File: config.mk
export PLATFORM = sky130hd
export DESIGN_NAME = seq_nr_divider
export DESIGN_NICKNAME = d
export VERILOG_FILES = /design/src/rtl/seq_nr_divider_pkg.sv /design/src/rtl/seq_nr_divider_add_sub_n.sv /design/src/rtl/seq_nr_divider.sv
export SDC_FILE = /design/constraint.sdc
export NUM_CORES = 1
export LEC_CHECK = 0
export ABC_AREA = 1
export ABC_CLOCK_PERIOD_IN_PS = 4850
export CORE_ASPECT_RATIO = 0.6
export CORE_UTILIZATION = 60
export CTS_CLUSTER_DIAMETER = 100
export DETAILED_ROUTE_END_ITERATION = 16
export DONT_BUFFER_PORTS = 1
export PLACE_DENSITY = 0.77
export RECOVER_POWER = 50
export SKIP_LAST_GASP = 1
export SLEW_MARGIN = 20
export SYNTH_ARGS = -nofsm -noshare
export SYNTH_HDL_FRONTEND = slang
export SYNTH_SLANG_ARGS = --single-unit
File: constraint.sdc
create_clock -name clk -period 4.85 [get_ports clk]
set_input_delay 0.97 -clock clk [delete_from_list [all_inputs] [get_ports clk]]
set_output_delay 0.97 -clock clk [all_outputs]
set_load 0.02 [all_outputs]
File: src/rtl/seq_nr_divider_pkg.sv
// seq_nr_divider_pkg: shared state encoding and sizing helper for the divider
package seq_nr_divider_pkg;

  typedef enum logic [1:0] {
    DIV_IDLE = 2'd0,
    DIV_RUN  = 2'd1,
    DIV_FIX  = 2'd2,
    DIV_ZERO = 2'd3
  } div_state_e;

  function automatic int cnt_width(input int width);
    return $clog2(width + 1);
  endfunction

endpackage

File: src/rtl/seq_nr_divider_add_sub_n.sv
// add_sub_n: N-bit ripple adder/subtractor, mode=1 computes a-b
module add_sub_n #(
  parameter int N = 5
) (
  input  logic         mode,
  input  logic [N-1:0] a,
  input  logic [N-1:0] b,
  output logic [N-1:0] sum,
  output logic         cout
);

  logic [N-1:0] bx;
  logic         cy;

  assign bx = b ^ {N{mode}};

  // carry ripples bit by bit; subtraction injects carry-in through mode
  always_comb begin
    cy  = mode;
    sum = '0;
    for (int i = 0; i < N; i++) begin
      sum[i] = a[i] ^ bx[i] ^ cy;
      cy     = (a[i] & bx[i]) | (cy & (a[i] ^ bx[i]));
    end
    cout = cy;
  end

endmodule

File: src/rtl/seq_nr_divider.sv
// seq_nr_divider: multi-cycle unsigned non-restoring divider, one quotient bit per clock
module seq_nr_divider
  import seq_nr_divider_pkg::*;
#(
  parameter int WIDTH = 4
) (
  input  logic             clk,
  input  logic             rst_n,
  input  logic             start,
  input  logic [WIDTH-1:0] dividend,
  input  logic [WIDTH-1:0] divisor,
  output logic             busy,
  output logic             done,
  output logic [WIDTH-1:0] quotient,
  output logic [WIDTH-1:0] remainder,
  output logic             div_by_zero
);

  localparam int CNT_W = cnt_width(WIDTH);
  localparam logic [CNT_W-1:0] LAST = CNT_W'(WIDTH - 1);

  div_state_e state_q, state_d;

  logic [WIDTH:0]   p_q, p_d;
  logic [WIDTH-1:0] q_q, q_d;
  logic [WIDTH-1:0] d_q, d_d;
  logic [CNT_W-1:0] cnt_q, cnt_d;
  logic             busy_q, busy_d;
  logic             done_q, done_d;
  logic [WIDTH-1:0] quot_q, quot_d;
  logic [WIDTH-1:0] rem_q, rem_d;
  logic             dbz_q, dbz_d;

  logic             accept, run, fix, zero, last;
  logic             as_mode, unused_cout;
  logic [WIDTH:0]   as_a, as_b, as_sum;

  assign accept = (state_q == DIV_IDLE) && start;
  assign run    = state_q == DIV_RUN;
  assign fix    = state_q == DIV_FIX;
  assign zero   = state_q == DIV_ZERO;
  assign last   = cnt_q == LAST;

  // RUN adds/subtracts D from the shifted P by P's sign; FIX only ever adds D back
  assign as_a    = run ? {p_q[WIDTH-1:0], q_q[WIDTH-1]} : p_q;
  assign as_b    = {1'b0, d_q};
  assign as_mode = run & ~p_q[WIDTH];

  add_sub_n #(.N(WIDTH + 1)) u_add_sub (
    .mode (as_mode),
    .a    (as_a),
    .b    (as_b),
    .sum  (as_sum),
    .cout (unused_cout)
  );

  // state register
  always_ff @(posedge clk or negedge rst_n) begin
    if (!rst_n) state_q <= DIV_IDLE;
    else        state_q <= state_d;
  end

  // next-state logic
  always_comb begin
    state_d = state_q == DIV_IDLE ? (start ? (divisor == '0 ? DIV_ZERO : DIV_RUN) : DIV_IDLE) :
              state_q == DIV_RUN  ? (last ? DIV_FIX : DIV_RUN) :
                                    DIV_IDLE;
  end

  // datapath and result next-state
  always_comb begin
    p_d    = accept ? '0 : run ? as_sum : p_q;
    q_d    = accept ? dividend : run ? {q_q[WIDTH-2:0], ~as_sum[WIDTH]} : q_q;
    d_d    = accept ? divisor : d_q;
    cnt_d  = run ? (last ? '0 : cnt_q + 1'b1) : accept ? '0 : cnt_q;
    busy_d = accept ? 1'b1 : (fix | zero) ? 1'b0 : busy_q;
    done_d = fix | zero;
    quot_d = fix ? q_q : zero ? '1 : quot_q;
    rem_d  = fix ? (p_q[WIDTH] ? as_sum[WIDTH-1:0] : p_q[WIDTH-1:0]) : zero ? q_q : rem_q;
    dbz_d  = accept ? 1'b0 : zero ? 1'b1 : dbz_q;
  end

  // datapath and output registers
  always_ff @(posedge clk or negedge rst_n) begin
    if (!rst_n) begin
      p_q    <= '0;
      q_q    <= '0;
      d_q    <= '0;
      cnt_q  <= '0;
      busy_q <= 1'b0;
      done_q <= 1'b0;
      quot_q <= '0;
      rem_q  <= '0;
      dbz_q  <= 1'b0;
    end else begin
      p_q    <= p_d;
      q_q    <= q_d;
      d_q    <= d_d;
      cnt_q  <= cnt_d;
      busy_q <= busy_d;
      done_q <= done_d;
      quot_q <= quot_d;
      rem_q  <= rem_d;
      dbz_q  <= dbz_d;
    end
  end

  assign busy        = busy_q;
  assign done        = done_q;
  assign quotient    = quot_q;
  assign remainder   = rem_q;
  assign div_by_zero = dbz_q;

endmodule

After elaboration in Yosys (flattened, before gate mapping):

Index checks and enable logic that the tools add are counted.

* add/sub/neg operators: 1
* eq/ne operators: 4
* muxes and demuxes: 22
* bitwise gates (word level): 27
* reduce and logical (&&, ||, !) cells: 7

Operators with widths (number)
* 2-to-1 mux 4 bit: 7
* 2-to-1 mux 5 bit: 3
* 2-to-1 mux 2 bit: 5
* bitwise XOR 1 bit: 10
* AND 1 bit: 9
* 2-to-1 mux 3 bit: 3
* nonzero test 2 bit: 4
* OR 1 bit: 5
* bitwise XOR 4 x 5 -> 5 bit: 1
* equality test 2 bit, second input constant: 2
* logical NOT 4 bit: 1
* 2-to-1 mux 1 bit: 4
* adder 3 x 1 -> 3 bit, second input constant: 1
* equality test 3 x 2 -> 1 bit, second input constant: 1
* equality test 2 x 1 -> 1 bit, second input constant: 1
* logical NOT 2 bit: 1
* NOT 1 bit: 2
* logical AND 1 bit: 1

* flip-flop bits (word level): 29
* input bits: 11
* output and inout port bits: 11
* logic and storage cells: 71

Depth between registers and ports, before layout:

Gate-level depths: netlist of run 1.

* depth in word-level cells: 16
* mapped depth: 15
* depth with buffers taken out: 14

Hierarchy:

From an unflattened synthesis of run 1, not the netlist that was laid out.

* cell total of the unflattened synthesis: 196
* area, all modules: 1551.5 µm²

Modules (own cells, without submodules)
* seq_nr_divider: instances 1, cells an instance 161, area an instance 1326.3 µm², seq. area each 725.7 µm²
* add_sub_n: instances 1, cells an instance 35, area an instance 225.2 µm², seq. area each 0.0 µm²

Worst setup path before layout of run 1:

OpenSTA, ideal clock, no wires.

* path type: reg2reg
* start: register state_q[1]
* end: register rem_q[3], in the netlist remainder[3]
* library setup time: 0.135 ns
* arrival time: 2.384 ns
* slack: 2.332 ns
* stages on the path, launching flop included: 13
* period minus slack after synthesis: 2.518 ns
* cell sequence: dfrtp_1 > buf_6 > inv_6 > nand2_4 > buf_2 > o21ai_0 > fa_1 > inv_1 > fa_1 > inv_1 > fa_1 > o211ai_1 > o211ai_1

* word-level cells in the longest chain between the ends: 13
* elaborated cells between the ends (all ways): 23
* those cells by class: 3 x eq/ne; 3 x mux; 16 x bitwise; 1 x reduce/logical

Ends and longest elaborated chain
* start: declaration: RTL line seq_nr_divider.sv:22 `div_state_e state_q, state_d;`
* start signal: assignment: RTL line seq_nr_divider.sv:60 `else state_q <= state_d;`
* equality test 2 x 1 -> 1 bit: RTL line seq_nr_divider.sv:39 `assign run = state_q == DIV_RUN;`
* AND 1 bit: RTL line seq_nr_divider.sv:47 `assign as_mode = run & ~p_q[WIDTH];`
* bitwise XOR 4 x 5 -> 5 bit: RTL line seq_nr_divider_add_sub_n.sv:15 `assign bx = b ^ {N{mode}};`
* bitwise XOR 1 bit: RTL line seq_nr_divider_add_sub_n.sv:23 `cy = (a[i] & bx[i]) | (cy & (a[i] ^ bx[i]));`
* AND 1 bit: RTL line seq_nr_divider_add_sub_n.sv:23
* OR 1 bit: RTL line seq_nr_divider_add_sub_n.sv:23
* AND 1 bit: RTL line seq_nr_divider_add_sub_n.sv:23
* OR 1 bit: RTL line seq_nr_divider_add_sub_n.sv:23
* AND 1 bit: RTL line seq_nr_divider_add_sub_n.sv:23
* OR 1 bit: RTL line seq_nr_divider_add_sub_n.sv:23
* bitwise XOR 1 bit: RTL line seq_nr_divider_add_sub_n.sv:22 `sum[i] = a[i] ^ bx[i] ^ cy;`
* 2-to-1 mux 4 bit (2 in series): RTL line seq_nr_divider.sv:79 `rem_d = fix ? (p_q[WIDTH] ? as_sum[WIDTH-1:0] : p_q[WIDTH-1:0]) : zero ? q_q : rem_q;`
* end signal: assignment: RTL line seq_nr_divider.sv:103 `rem_q <= rem_d;`
* end: declaration: RTL line seq_nr_divider.sv:31 `logic [WIDTH-1:0] rem_q, rem_d;`

Parallel ways exist; a longest one is shown, timed or not.
A chain may end at the register's enable or synchronous reset.

Final worst setup path of run 1:

Same ends and word-level chain as after synthesis.

==> results of run 1 <==
worst max path at each step:
| stage | from | end | slack (ns) |
|---|---|---|---|
| 3_3_place_gp | state_q[1] | remainder[3] | 2.17 |
| 2_1_floorplan | state_q[1] | remainder[3] | 2.33 |
| 6_report | state_q[1] | remainder[3] | 1.33 |
| 5_1_grt | state_q[1] | remainder[3] | 1.14 |
| 4_1_cts | state_q[1] | remainder[3] | 2.02 |
| 3_5_place_dp | state_q[1] | remainder[3] | 2.04 |
synthesized netlist by cell type, drive strengths merged:
| cell type | count | area [µm²] |
|---|---|---|
| a21oi | 7 | 35.03 |
| fa | 3 | 60.06 |
| nor3 | 1 | 5.000 |
| o22a | 1 | 8.760 |
| a22o | 1 | 8.760 |
| inv | 22 | 87.59 |
| ha | 1 | 12.51 |
| xnor2 | 2 | 17.52 |
| o221ai | 1 | 8.760 |
| xor2 | 1 | 8.760 |
| nand3 | 8 | 45.04 |
| or2 | 1 | 6.260 |
| buf | 3 | 23.77 |
| nor2 | 8 | 37.54 |
| o211ai | 6 | 45.04 |
| o21ai | 15 | 86.33 |
| clkbuf | 1 | 3.750 |
| a21boi | 1 | 7.510 |
| nand2 | 47 | 188.9 |
| dfrtp | 29 | 725.7 |
routing by layer:
layer  global-route usage  vias up  share of wire
met1               0.3548      519           0.46
met5                    0        -              0
met3               0.1017        7          0.079
met4               0.1278        0          0.015
li1                     -      513              -
met2               0.4375       50           0.44
critical path: cells and delay by family, from the launching register on:
family,cells,cell delay [ns]
buffers and inverters,4,0.75
AO/OA/AOI/OAI,2,0.30
AND/OR/NAND/NOR,2,0.70
XOR/XNOR,1,0.17
flip-flops,1,0.50
adder cells (fa/ha/maj),3,0.98
state kept, by name (all words and copies together) (netlist names):
| signal | count |
|---|---|
| quotient | 4 |
| cnt_q | 3 |
| d_q | 4 |
| busy | 1 |
| state_q | 2 |
| done | 1 |
| q_q | 4 |
| remainder | 4 |
| p_q | 5 |
| div_by_zero | 1 |
area by class of cell:
| cell class | instances | area, µm² | share of cell area |
|---|---|---|---|
| multi-input cells | 104 | 566.8 | 0.3778 |
| flip-flops and latches | 29 | 725.7 | 0.4837 |
| clock buffers | 7 | 86.33 | 0.05755 |
| well taps | 30 | 37.54 | 0.02502 |
| inverters | 22 | 83.83 | 0.05588 |
cell families (layout without fill, tap and decap cells):
| kind of cell | after synthesis | in the layout | synth area share |
|---|---|---|---|
| and+or+nand+nor | 65 | 65 | 0.1988 |
| AOI/OAI and AO/OA | 32 | 32 | 0.1407 |
| DFF | 29 | 29 | 0.5101 |
| buffers and inverters | 26 | 29 | 0.08091 |
| adders and majority gates | 4 | 4 | 0.05101 |
| xor gates and xnor gates | 3 | 3 | 0.01847 |
report_power, final:
part           leakage, nW  internal, mW  switching [mW]
clock               0.0443         0.112          0.0856
sequential           0.349         0.354           0.135
combinational        0.333         0.218           0.360
per-stage QoR:
stage	power [mW]	cell area [µm²]	hold slack (ns)
detailed placement	1.068	1433	0.4914
global route	1.383	1500	0.3658
CTS	1.269	1519	0.3763
floorplan	0.9430	1423	0.4511
global placement	1.046	1433	0.4776
finish	1.264	1500	0.3803
==> metrics.txt, run 1 <==
largest net degree at the start of global routing 30; top library cells by usage in the layout, fill and taps aside nand2_1, dfrtp_1, inv_1; Ant. Diodes 0; outcome finished clean; count of H-tree levels built during CTS 2; RSZ-0062 raised after global routing false; number of nets with antenna violations after routing 0; width of the die 64.86 µm; cell mode on critical path fa_1; share of the yosys chip area belonging to registers 0.5101; Yosys warning total 0; setup repair bufs after CTS 0; total number of clock tree sinks 29; setup skew after layout 0.003247 ns; via/cell ratio 5.672; Period minus WS final 3.524 ns; Worst-Margin Slew 0.4915 ns; Post-Synthesis Cell Area 1423 µm²; WP data arrival 3.68 ns; max-capacitance violation count 0; number of instances in the synthesized netlist 159; non-filler cells in the finished layout 192; ports placed on the boundary 22; CP Capture Type flop; std cell rows 13; number of buffers inserted during clock tree synthesis 5; clock latency at the later pin of the worst-skew pair 0.28 ns; share of post-route cells with drive strength above 1 0.09877; most common library cell in the layout ignoring fill and taps nand2_1; Cell Pwr Density 842.8 nW/µm²; clock-pin slew reported for the worst setup and hold paths after clock tree synthesis 0.06 ns; violation count after the first detailed-routing iteration 78; clk buf depth 2; via count 1089; detailed-route wire length 3009 µm; total instance count after detailed placement 185; max frequency 283.8 MHz; worst min-delay path category in2async; Post-Place Worst Slack 2.044 ns; number of fillers in the final layout 159; total congestion overflow after global routing 0; final count of negative-setup-slack endpoints 0; final core utilization 0.6832; GP Congestion 0.8941; P_leak 0.7260 nW; area of the die 2576 µm²; number of DRC violations after detailed routing 0; Critical Path Fanout Max 15; class of the most critical setup path reg2reg; register-to-register path setup slack 1.33 ns; count of final max-slew check failures 0; final hold violations 0; startpoint class of the critical path flop; clock root buffer clkbuf_8; hold bufs inserted after CTS 0; via count of the first global-routing pass 979; sum of net half-perimeters after detailed placement 2155 µm; Worst EP required 5.00 ns; Initial Util 0.6479; wire length of the first global-routing pass 4740 µm; post-cts repair resize count 0; post-synthesis cell type count 30; critical path cell sequence clkinvlp_2 -> nand2_1 -> inv_2 -> nand2_2 -> xnor2_1 -> fa_1 -> inv_1 -> fa_1 -> inv_1 -> fa_1 -> o211ai_1 -> o211ai_1; Critical R2R Capture remainder[3]; Port-buffer cells 0; worst reg2reg startpoint state_q[1]; Reg2Reg Depth 12; number of register bits inferred by synthesis 29; final critical-path setup slack 1.326 ns; Chip Height 39.72 µm; Total Routing Usage GR 0.2808; Final nets 177; CTS tree yes; antenna violations before repair 0; number of search-and-repair iterations in the first detailed-routing pass 4; area of the core 2196 µm²; net count after synthesis 174; wire per inst 15.67 µm; mean cell area of the mapped netlist 8.947 µm²; VDD IR-drop max 447.7 µV; Layout area overhead 5.453%; maximum single-stage delay on the critical path 0.54 ns; Setup TNS 0 ns; Slowest cell on crit path nand2_1; share of the clock period used by the worst path 0.7265; worst relative slew slack 0.6715
Note: power is estimated with default switching activity, not from simulation.
==> run 2, diff against run 1 <==
- ABC_CLOCK_PERIOD_IN_PS: 4850 -> 3200
- CORE_UTILIZATION: 60 -> 55
- PLACE_DENSITY: 0.77 -> 0.74
- clock period: 4.85 -> 3.2 ns (I/O delays scaled with it)
==> metrics.txt, run 2 (same netlist as run 1, synthesis figures left out) <==
outcome finished clean; Buf+Inv Stages, Crit Path 4 (unchanged); VDD IR-drop max 731.1 µV (+63%); top library cells by usage in the layout, fill and taps aside nand2_1, dfrtp_1, inv_1; Chip Height 41.40 µm (+4.2%); P_leak 0.7386 nW (+1.7%); width of the die 67.66 µm (+4.3%); most common library cell in the layout ignoring fill and taps nand2_1; cell mode on critical path fa_1; count of final max-slew check failures 0 (unchanged); Port-buffer cells 0 (unchanged); Total Power Consumption 1.963 mW (+55%); Period minus WS final 2.826 ns (-0.6972 ns); max-capacitance violation count 0 (unchanged); hold bufs inserted after CTS 0 (unchanged); max frequency 353.8 MHz (+25%); count of H-tree levels built during CTS 2 (unchanged); final hold violations 0 (unchanged); maximum single-stage delay on the critical path 0.50 ns (-0.04 ns); startpoint class of the critical path flop; Layout area overhead 6.948%; clock-pin slew reported for the worst setup and hold paths after clock tree synthesis 0.06 ns (about the same); family with the most delay on the worst path adder cells; ports placed on the boundary 22 (unchanged); area of the multi-input gates 569.3 µm² (+0.44%); WP data arrival 2.97 ns (-0.71 ns); GP Congestion 0.8337 (-6.8%); CTS tree yes; post-cts repair resize count 0 (unchanged); Setup TNS 0 ns (unchanged); Ant. Diodes 0 (unchanged); clock root buffer clkbuf_8; violation count after the first detailed-routing iteration 63 (-19%); sum of net half-perimeters after detailed placement 2195 µm (+1.8%); class of the most critical setup path reg2reg; worst min-delay path category in2async; antenna violations before repair 0 (unchanged); area of the core 2293 µm² (+4.4%); Worst EP required 3.34 ns (-1.66 ns); number of fillers in the final layout 188 (+18%); wire length of the first global-routing pass 4961 µm (+4.7%); number of DRC violations after detailed routing 0 (unchanged); register-to-register path setup slack 0.37 ns (-0.95 ns); area of all sequential standard cells 725.7 µm² (unchanged); Final nets 177 (unchanged); wire per inst 15.42 µm (-1.6%); final core utilization 0.6634 (-0.01980); detailed-route wire length 2977 µm (-1.1%); area of the die 2801 µm² (+8.7%); clock latency at the later pin of the worst-skew pair 0.28 ns (about the same); number of search-and-repair iterations in the first detailed-routing pass 4 (unchanged); Initial Util 0.6203 (-0.02757); setup repair bufs after CTS 0 (unchanged); share of the clock period used by the worst path 0.8833 (+0.1567); Total Routing Usage GR 0.2655 (-0.01529); CP Capture Type flop; worst relative slew slack 0.6846 (+0.01309); number of nets with antenna violations after routing 0 (unchanged); total congestion overflow after global routing 0 (unchanged); largest net degree at the start of global routing 30 (unchanged); via count 1099 (+0.92%); Critical Path Fanout Max 15 (unchanged); critical path cell sequence inv_6 -> nand2_4 -> inv_2 -> nand2_2 -> xnor2_1 -> fa_1 -> inv_1 -> fa_1 -> inv_1 -> fa_1 -> o211ai_1 -> o211ai_1; RSZ-0062 raised after global routing false; Cell Pwr Density 1290 nW/µm² (+53%); max FFs per register 5 (unchanged); share of post-route cells with drive strength above 1 0.1104 (+0.01166); largest register by flop count p_q; setup skew after layout 0.009909 ns (+0.006662 ns); via/cell ratio 5.694 (+0.40%); number of buffers inserted during clock tree synthesis 5 (unchanged); Slowest cell on crit path dfrtp_1; via count of the first global-routing pass 1030 (+5.2%); Worst-Margin Slew 0.4714 ns (-0.02018 ns); worst slack on hold paths 0.04276 ns (-0.3375 ns); final count of negative-setup-slack endpoints 0 (unchanged); clk buf depth 2 (unchanged); total number of clock tree sinks 29 (unchanged); std cell rows 13 (unchanged)
==> run 2: final timing paths <==
path | from | endpoint | cells past startpoint
worst max-delay path | state_q[1] | remainder[3] | 12
worst min-delay path | rst_n | div_by_zero | 0
worst max register to register | state_q[1] | remainder[3] | 12
worst min register to register | cnt_q[0] | cnt_q[0] | 1
max in group asynchronous | rst_n | d_q[2] | 0
min in group clk | divisor[1] | d_q[1] | 2
==> run 2: worst reg2reg max path, delay by kind of cell (launching register included) <==
family	cells	cell delay, ns
buf+inv	4	0.45
compound gates	2	0.31
fa+ha+maj	3	0.98
simple gates	2	0.24
flops	1	0.50
xor+xnor	1	0.21
==> run 2: final cells by class <==
class,instances,share of cell area
Sequential cell,29,0.4770
Multi-Input combinational cell,104,0.3742
Clock buffer,7,0.06332
Inverter,22,0.05757
Tap cell,30,0.02467
Clock inverter,1,0.003289
==> run 2: layer usage <==
metal  wire length (µm)  up-vias  track usage
li1                   -      527            -
met1               1347      526       0.3419
met2               1340       41       0.4282
met3                237        5      0.07880
met4                 51        0       0.1117
met5                  0        -            0
==> run 2: power breakdown <==
| group | total, mW | internal (mW) | switching [mW] |
|---|---|---|---|
| clock | 0.334 | 0.194 | 0.140 |
| combinational | 0.886 | 0.337 | 0.549 |
| sequential | 0.743 | 0.536 | 0.207 |
==> run 2: through the flow <==
stage | instance area [µm²] | std cells | worst slack [ns]
2_1_floorplan | 1423 | 159 | 0.6815
3_3_place_gp | 1433 | 185 | 0.5191
3_5_place_dp | 1433 | 185 | 0.3730
4_1_cts | 1534 | 193 | 0.3500
5_1_grt | 1521 | 193 | 0.1507
6_report | 1521 | 193 | 0.3736
